File: src/rtl/led_row_scheduler.sv
// HUB75 BCM row/plane scheduler: shifts the next row/plane during display, then blank/latch/unblank.
// Define LED_SCHED_STATS_EN to build the display-overrun counter driving stall_count.
module led_row_scheduler #(
   parameter int ADDR_BITS  = 5,
   parameter int PLANES     = 4,
   parameter int BASE_TICKS = 8,
   localparam int PB        = (PLANES > 1) ? $clog2(PLANES) : 1
) (
   input  logic                 clk,
   input  logic                 reset,
   input  logic                 enable,
   output logic                 shift_req,
   output logic [ADDR_BITS-1:0] shift_addr,
   output logic [PB-1:0]        shift_plane,
   input  logic                 shift_ack,
   input  logic                 shift_done,
   output logic                 led_blank,
   output logic                 led_latch,
   output logic [ADDR_BITS-1:0] led_addr,
   output logic [PB-1:0]        disp_plane,
   output logic                 frame_start,
   output logic [15:0]          stall_count
);
   localparam int TW = $clog2(BASE_TICKS) + PLANES;

   typedef enum logic [2:0] {
      S_IDLE, S_REQ, S_SHIFT, S_WAIT, S_BLANK, S_LATCH, S_UNBLANK, S_DRAIN
   } state_t;

   state_t               state, state_n;
   logic [ADDR_BITS-1:0] row, row_inc, row_src;
   logic [PB-1:0]        plane, plane_inc, plane_src;
   logic [TW-1:0]        timer;
   logic                 timer_last;

   // The timer holds T in the unblank cycle itself, so the final display cycle is the one where it reads 1.
   assign timer_last = (timer <= TW'(1));

   always_comb begin
      plane_inc = plane + PB'(1);
      row_inc   = row;
      if (plane == PB'(PLANES - 1)) begin
         plane_inc = '0;
         row_inc   = row + ADDR_BITS'(1);
      end
      row_src   = row;
      plane_src = plane;
      if (state == S_IDLE) begin
         row_src   = '0;
         plane_src = '0;
      end else if (state == S_UNBLANK) begin
         row_src   = row_inc;
         plane_src = plane_inc;
      end
   end

   always_comb begin
      state_n = state;
      case (state)
         S_IDLE:    if (enable) state_n = S_REQ;
         S_REQ:     if (shift_ack) state_n = S_SHIFT;
         S_SHIFT:   if (shift_done) state_n = S_WAIT;
         S_WAIT:    if (timer_last) state_n = S_BLANK;
         S_BLANK:   state_n = S_LATCH;
         S_LATCH:   state_n = S_UNBLANK;
         S_UNBLANK: state_n = enable ? S_REQ : S_DRAIN;
         S_DRAIN:   if (timer_last) state_n = S_IDLE;
         default:   state_n = S_IDLE;
      endcase
   end

   always_ff @(posedge clk) begin
      if (reset) begin
         state       <= S_IDLE;
         row         <= '0;
         plane       <= '0;
         timer       <= '0;
         shift_req   <= 1'b0;
         shift_addr  <= '0;
         shift_plane <= '0;
         led_blank   <= 1'b1;
         led_latch   <= 1'b0;
         led_addr    <= '0;
         disp_plane  <= '0;
         frame_start <= 1'b0;
      end else begin
         state     <= state_n;
         row       <= row_src;
         plane     <= plane_src;
         shift_req <= (state_n == S_REQ);
         if (state_n == S_REQ && state != S_REQ) begin
            shift_addr  <= row_src;
            shift_plane <= plane_src;
         end
         led_latch   <= (state_n == S_LATCH);
         frame_start <= (state_n == S_LATCH) && (shift_addr == '0) && (shift_plane == '0);
         if (state_n == S_LATCH) begin
            led_addr   <= shift_addr;
            disp_plane <= shift_plane;
         end
         if (state_n == S_UNBLANK)
            led_blank <= 1'b0;
         else if (state_n inside {S_BLANK, S_LATCH, S_IDLE})
            led_blank <= 1'b1;
         if (state_n == S_UNBLANK)
            timer <= TW'(BASE_TICKS) << disp_plane;
         else if (timer != '0)
            timer <= timer - TW'(1);
      end
   end

`ifdef LED_SCHED_STATS_EN
   logic        overrun;
   logic [15:0] stall_q;

   assign overrun = (state == S_SHIFT) && (timer == '0) && !led_blank;

   always_ff @(posedge clk) begin
      if (reset)
         stall_q <= '0;
      else if (overrun && stall_q != 16'hFFFF)
         stall_q <= stall_q + 16'd1;
   end

   assign stall_count = stall_q;
`else
   assign stall_count = '0;
`endif

endmodule

File: config.mk
export PLATFORM = sky130hd
export DESIGN_NAME = led_row_scheduler
export DESIGN_NICKNAME = d
export VERILOG_FILES = /design/src/rtl/led_row_scheduler.sv
export SDC_FILE = /design/constraint.sdc
export NUM_CORES = 1
export LEC_CHECK = 0
export ABC_CLOCK_PERIOD_IN_PS = 4400
export CORE_ASPECT_RATIO = 0.6
export CORE_MARGIN = 2
export CORE_UTILIZATION = 43
export CTS_CLUSTER_SIZE = 16
export DETAILED_ROUTE_END_ITERATION = 10
export DONT_BUFFER_PORTS = 1
export PLACE_DENSITY = 0.59
export SYNTH_ARGS = -nofsm -noshare
export SYNTH_HDL_FRONTEND = slang
export SYNTH_SLANG_ARGS = --single-unit
export TNS_END_PERCENT = 20
File: constraint.sdc
create_clock -name clk -period 4.4 [get_ports clk]
set_clock_uncertainty 0.1 [all_clocks]
set_input_delay 0.88 -clock clk [delete_from_list [all_inputs] [get_ports clk]]
set_output_delay 0.88 -clock clk [all_outputs]
set_load 0.005 [all_outputs]
==> results.md, run 1 <==
- Outcome: finished, final reports clean
- Initial antenna violation count: 0
- DR pass1 iterations: 4
- Initial Util: 0.4457
- Worst min path class: register to register
- Die area: 0.004778 mm2
- Clk root buf: clkbuf_8
- Vias in the first global route: 1213
- Pleak: 0.7071 nW
- Core box area: 0.004076 mm2
- Fraction of layout cells with a size suffix above 1: 0.1204
- Largest net degree at the start of global routing: 24
- Final Max Tran Viols: 0
- Worst setup SP type: register
- Die width: 87.92 um
- FF+latch count, synth: 35
- Worst EP required: 4530 ps
- Place WS: 2258 ps
- Post-synthesis sequential area ratio: 0.3857
- Mean Syn Cell Area: 9.462 um2
- Iteration-0 DRC Markers: 143
- Fin worst setup slack: 2336 ps
- Filler cells: 402
- GR Overflow Total: 0
- Crit. End Element: register
- Gates resized, CTS repair: 0
- Port bufs: 0
- Max Clk Rate: 0.4844 GHz
- Multi-input gate area: 997.2 um2
- Total track usage: 0.1680
- RSZ-0062 raised after global routing: no
- Vias/cell: 5.347
- Sequential Area: 700.7 um2
- Main synth FF type: dfxtp_1
- Wirelength per Cell: 15.12 um
- Crit share post-route: 0.4692
- Ys async rst share: 0
- I/O pins: 39
- DR vias: 1342
- Yosys warning count: 0
- NumNets Final: 200
- Setup TNS: 0 ps
- H-Tree Depth: 2
- First-pass GRT wire length: 6.030 mm
- Detailed placement HPWL: 2.868 mm
- Area growth syn-to-layout: 3.099%
- ANT cells: 0
- Final ANT Viol Nets: 0
- Postcts setup bufs: 0
- Min cycle time layout: 2065 ps
- Clock Path Buffers: 2
- Syn Inst Count: 192
- Final Power: 0.9059 mW
- Cell area after synthesis: 0.001817 mm2
- Routed WL: 3.796 mm
- CTS tree: yes
- Post-synth EDFFs: 0
- Slew @ Worst Pin: 756.2 ps
- Arrival @ worst endpoint: 2190 ps
- Clk pin slew, worst setup/hold paths: 70 ps
- Pwr per Cell Area: 483.6 mW/mm2
- CP max FO: 17
- Hold Fails Final Rpt: 0
- Placer Congestion: 0.8100
- Setup violators final: 0
- Post-synthesis cell type count: 44
- Clock Sinks: 35
- Worst skew pair latency: 280 ps
- Die Span Y: 54.35 um
- Maxcap violations: 0
- Hold Buf Count CTS: 0
- TritonCTS buffer count: 5
- Peak supply drop: 0.1727 mV
- Worst slew margin: 0.4928
- Critical path type: register to register
- Rows: 18
- DR DRC count: 0
## cell usage in the layout (no fill, tap or decap), types with 5 or more instances in the layout
master     n
dfxtp_1   35
nor2_1    20
conb_1    16
mux2i_1   11
o21ai_0    8
nor3_1     8
nand3_1    6
xnor2_1    6
a31o_2     5
nor2b_1    5
ha_1       5
clkbuf_8   5
## area by class of cell
class | instances | share of cell area
clock buffer | 7 | 0.04075
clock inverter | 1 | 0.002672
inverter | 3 | 0.006012
multi-input combinational | 144 | 0.5324
sequential | 35 | 0.3741
tap | 60 | 0.04008
timing repair buffer | 1 | 0.004008
## final timing paths
kind | slack (ps) | startpoint | cells after the start | end
worst min-delay path | 430 | led_addr[1]$_SDFFE_PP0P_ | 2 | led_addr[1]$_SDFFE_PP0P_
worst min register to register | 430 | led_addr[1]$_SDFFE_PP0P_ | 2 | led_addr[1]$_SDFFE_PP0P_
worst max register to register | 2340 | state[1]$_SDFF_PP0_ | 4 | shift_plane[0]$_SDFFE_PP0P_
worst max-delay path | 2340 | state[1]$_SDFF_PP0_ | 4 | shift_plane[0]$_SDFFE_PP0P_
## cell families (layout without fill, tap and decap cells)
kind of cell             count (synthesis)  in the layout  synth area share
AND/OR/NAND/NOR                         67             67            0.2169
other                                    1             16          0.002064
adder cells (fa/ha/maj)                  5              5           0.03444
flip-flops                              35             35            0.3857
AO/OA/AOI/OAI                           33             33            0.1419
XOR/XNOR                                 9              9           0.04339
multiplexers                            14             14           0.07920
buffers and inverters                   28             12           0.09641
## synthesized netlist by cell type, types with 3 or more instances
master	instances	area share
a31o_2	5	0.024
and2_1	3	0.010
and3_2	3	0.012
and3b_1	3	0.014
buf_2	5	0.014
buf_4	17	0.070
clkbuf_1	3	0.0062
dfxtp_1	35	0.39
ha_1	5	0.034
inv_1	3	0.0062
mux2_2	3	0.019
mux2i_1	11	0.061
nand2_1	4	0.0083
nand3_1	6	0.017
nor2_1	20	0.041
nor2b_1	5	0.017
nor3_1	8	0.022
nor3b_1	3	0.012
o21ai_0	8	0.022
o31ai_1	3	0.012
xnor2_1	6	0.029
xor2_1	3	0.014
## power by group
group / internal (mW) / switching (mW) / total, mW
Sequential: 0.352 / 0.0488 / 0.401
Combinational: 0.127 / 0.157 / 0.284
Clock: 0.111 / 0.109 / 0.220
Total: 0.591 / 0.315 / 0.906
## flip-flops by register name (all words and copies together) (netlist names)
signal / cells
frame_start: 1
led_blank: 1
shift_req: 1
led_addr: 5
plane: 2
disp_plane: 2
state: 3
led_latch: 1
shift_addr: 5
shift_plane: 2
row: 5
timer: 7
## per-layer routing
layer | track usage | share of wire
met3 | 0.05128 | 0.085
met2 | 0.2386 | 0.41
met4 | 0.04615 | 0.0050
met5 | 0 | 0
met1 | 0.2443 | 0.50
## critical path, stage by stage (launching register included)
cell and delay, ps:
dfxtp_1 680, xnor2_1 180, nand3b_1 410, a211oi_1 470
a31o_2 160
## through the flow
step / cell area [um2] / std cells / utilization / hold slack [ps]
after floorplan: 1873 / 207 / - / 373.6
final: 1873 / 251 / 0.4595 / 433.7
after CTS: 1873 / 251 / 0.4595 / 442.9
after detailed placement: 1792 / 243 / 0.4395 / 428.0
after global routing: 1873 / 251 / 0.4595 / 465.5
after global placement: 1792 / 243 / 0.4395 / 395.8
Note: power is estimated with default switching activity, not from simulation.
==> run 2, diff against run 1 <==
--- a/config.mk
+++ b/config.mk
@@ -5,7 +5,7 @@
 export SDC_FILE = /design/constraint.sdc
 export NUM_CORES = 1
 export LEC_CHECK = 0
-export ABC_CLOCK_PERIOD_IN_PS = 4400
+export ABC_CLOCK_PERIOD_IN_PS = 2100
 export CORE_ASPECT_RATIO = 0.6
 export CORE_MARGIN = 2
 export CORE_UTILIZATION = 43
==> constraint.sdc (replaced) <==
create_clock -name clk -period 2.1 [get_ports clk]
set_clock_uncertainty 0.1 [all_clocks]
set_input_delay 0.42 -clock clk [delete_from_list [all_inputs] [get_ports clk]]
set_output_delay 0.42 -clock clk [all_outputs]
set_load 0.005 [all_outputs]
==> run 2 against run 1 <==
  * Register-to-register slack worse by 2200 ps
  * Sequential share of layout area shrank 0.78 points
  * Non-clock buffer count up 3
  * Global-route usage is 1.4 points higher
  * First-iteration DRC count shrank 43%
==> results.md, run 2 (synthesis results as in run 1) <==
- Outcome: finished, final reports clean
- Worst min path class: input pin to register
- CTS tree: yes
- Slew @ Worst Pin: 662.8 ps
- Postcts setup bufs: 0
- Max Clk Rate: 0.5090 GHz
- Wirelength per Cell: 15.28 um
- Worst slew margin: 0.5555
- Sequential Power Share: 0.425
- Vias in the first global route: 1293
- Multi-input gate area: 997.2 um2
- Pwr per Cell Area: 1034 mW/mm2
- Clock power frac: 0.265
- Gate power share: 0.310
- Min cycle time layout: 1964 ps
- Setup violators final: 0
- Die Span Y: 54.35 um
- Clk pin slew, worst setup/hold paths: 80 ps
- Crit. End Element: register
- Critical path, cell by cell: mux2_2, o32a_1, nor4b_2, and4b_1
- Area growth syn-to-layout: 5.303%
- Commonest non-fill, non-tap cell in the layout: dfxtp_1
- Gates resized, CTS repair: 0
- CP max FO: 17
- Arrival @ worst endpoint: 2050 ps
- Maxcap violations: 0
- Die width: 87.92 um
- Total track usage: 0.1815
- Reg with most FFs: timer
- NumNets Final: 203
- Crit share post-route: 0.9355
- GR Overflow Total: 0
- Worst setup SP type: register
- RSZ-0062 raised after global routing: no
- I/O pins: 39
- ANT cells: 0
- Peak supply drop: 0.4995 mV
- Largest net degree at the start of global routing: 24
- Pleak: 0.7271 nW
- Iteration-0 DRC Markers: 82
- Final Max Tran Viols: 0
- GRT met3 Usage: 0.06637
- Most frequent cells in the layout: dfxtp_1 (35), nor2_1 (20), conb_1 (16)
- Worst EP required: 2180 ps
- Met1 Use GR: 0.2502
- Number of flip-flops in the largest register: 7
- Detailed placement HPWL: 2.902 mm
- TritonCTS buffer count: 5
- DR pass1 iterations: 5
- CP top delay family: flip-flops
- Core box area: 0.004076 mm2
- CP max stage cell: dfxtp_1
- Critical path type: register to register
- Initial antenna violation count: 0
- Switching pwr: 0.7004 mW
- Initial Util: 0.4457
- Rows: 18
- Sequential Area: 700.7 um2
- WP buf/inv: 0
- Clock Sinks: 35
- Fin worst setup slack: 135.5 ps
- Clock Path Buffers: 2
- Fraction of layout cells with a size suffix above 1: 0.1443
- GRT Max-Usage Layer: met2
- DR DRC count: 0
- Die area: 0.004778 mm2
- Port bufs: 0
- Internal power: 1.278 mW
- Switching Share: 0.3541
- Hold Fails Final Rpt: 0
- Hold Buf Count CTS: 0
- Routed WL: 3.882 mm
- Clk root buf: clkbuf_8
- Final ANT Viol Nets: 0
- DR vias: 1346
- First-pass GRT wire length: 6.410 mm
- Worst skew pair latency: 290 ps
- Vias/cell: 5.299
- Setup TNS: 0 ps
- H-Tree Depth: 2
- Place WS: 147.4 ps
- Worst path max stage delay: 670 ps
- Placer Congestion: 0.8506
- Filler cells: 379
- M2 GR Usage: 0.2689
## run 2: cell count changes in the layout (fill, tap and decap cells not counted)
cell	previous run	this run
buf_4	1	4
clkinvlp_4	0	1
clkbuf_8	5	6
clkinv_2	1	0
clkinv_4	0	1
clkbuf_1	2	0
## run 2: path summary, 6_finish.rpt
| path | from | to | slack, ps | cells past startpoint |
|---|---|---|---|---|
| setup / recovery | state[1]$_SDFF_PP0_ | frame_start$_SDFF_PP0_ | 140 | 4 |
| hold reg to reg | row[4]$_SDFF_PP0_ | row[4]$_SDFF_PP0_ | 420 | 2 |
| setup reg to reg | state[1]$_SDFF_PP0_ | frame_start$_SDFF_PP0_ | 140 | 4 |
| hold / removal | reset | plane[0]$_SDFF_PP0_ | 90 | 1 |
## run 2: area by class of cell
cell class,instances,area share
multi-input cells,144,0.5213
inverters,3,0.005886
well taps,60,0.03924
flip-flops and latches,35,0.3663
repair buffers,4,0.01570
clock inverters,2,0.008502
clock buffers,6,0.04317
## run 2: routing by layer
metal  vias to the layer above  wire, um
met5                         -         0
met1                       643      1930
met3                         0       314
met4                         0         0
met2                        46      1637
li1                        657         -
## run 2: power groups by stage
stage / sequential (mW) / combinational (mW) / clock [mW]
detailed placement: 0.854 / 0.608 / 0
floorplan: 0.818 / 0.530 / 0
global route: 0.854 / 0.690 / 0.569
CTS: 0.839 / 0.613 / 0.531
finish: 0.841 / 0.614 / 0.523
global placement: 0.847 / 0.571 / 0
## run 2: per-stage QoR
step / hold WS [ps] / utilization / cell area, um2 / power (mW) / instances
global route: 71.27 / 0.4693 / 1913 / 2.112 / 254
detailed placement: 396.8 / 0.4451 / 1814 / 1.462 / 246
finish: 93.63 / 0.4693 / 1913 / 1.978 / 254
global placement: 390.4 / 0.4451 / 1814 / 1.418 / 246
floorplan: 373.6 / - / 1873 / 1.348 / 207
CTS: 85.37 / 0.4693 / 1913 / 1.982 / 254
## run 2: worst register-to-register path: stages, from the launching register on
cell and delay (ps):
dfxtp_1 670, mux2_2 410, o32a_1 320, nor4b_2 180
and4b_1 190
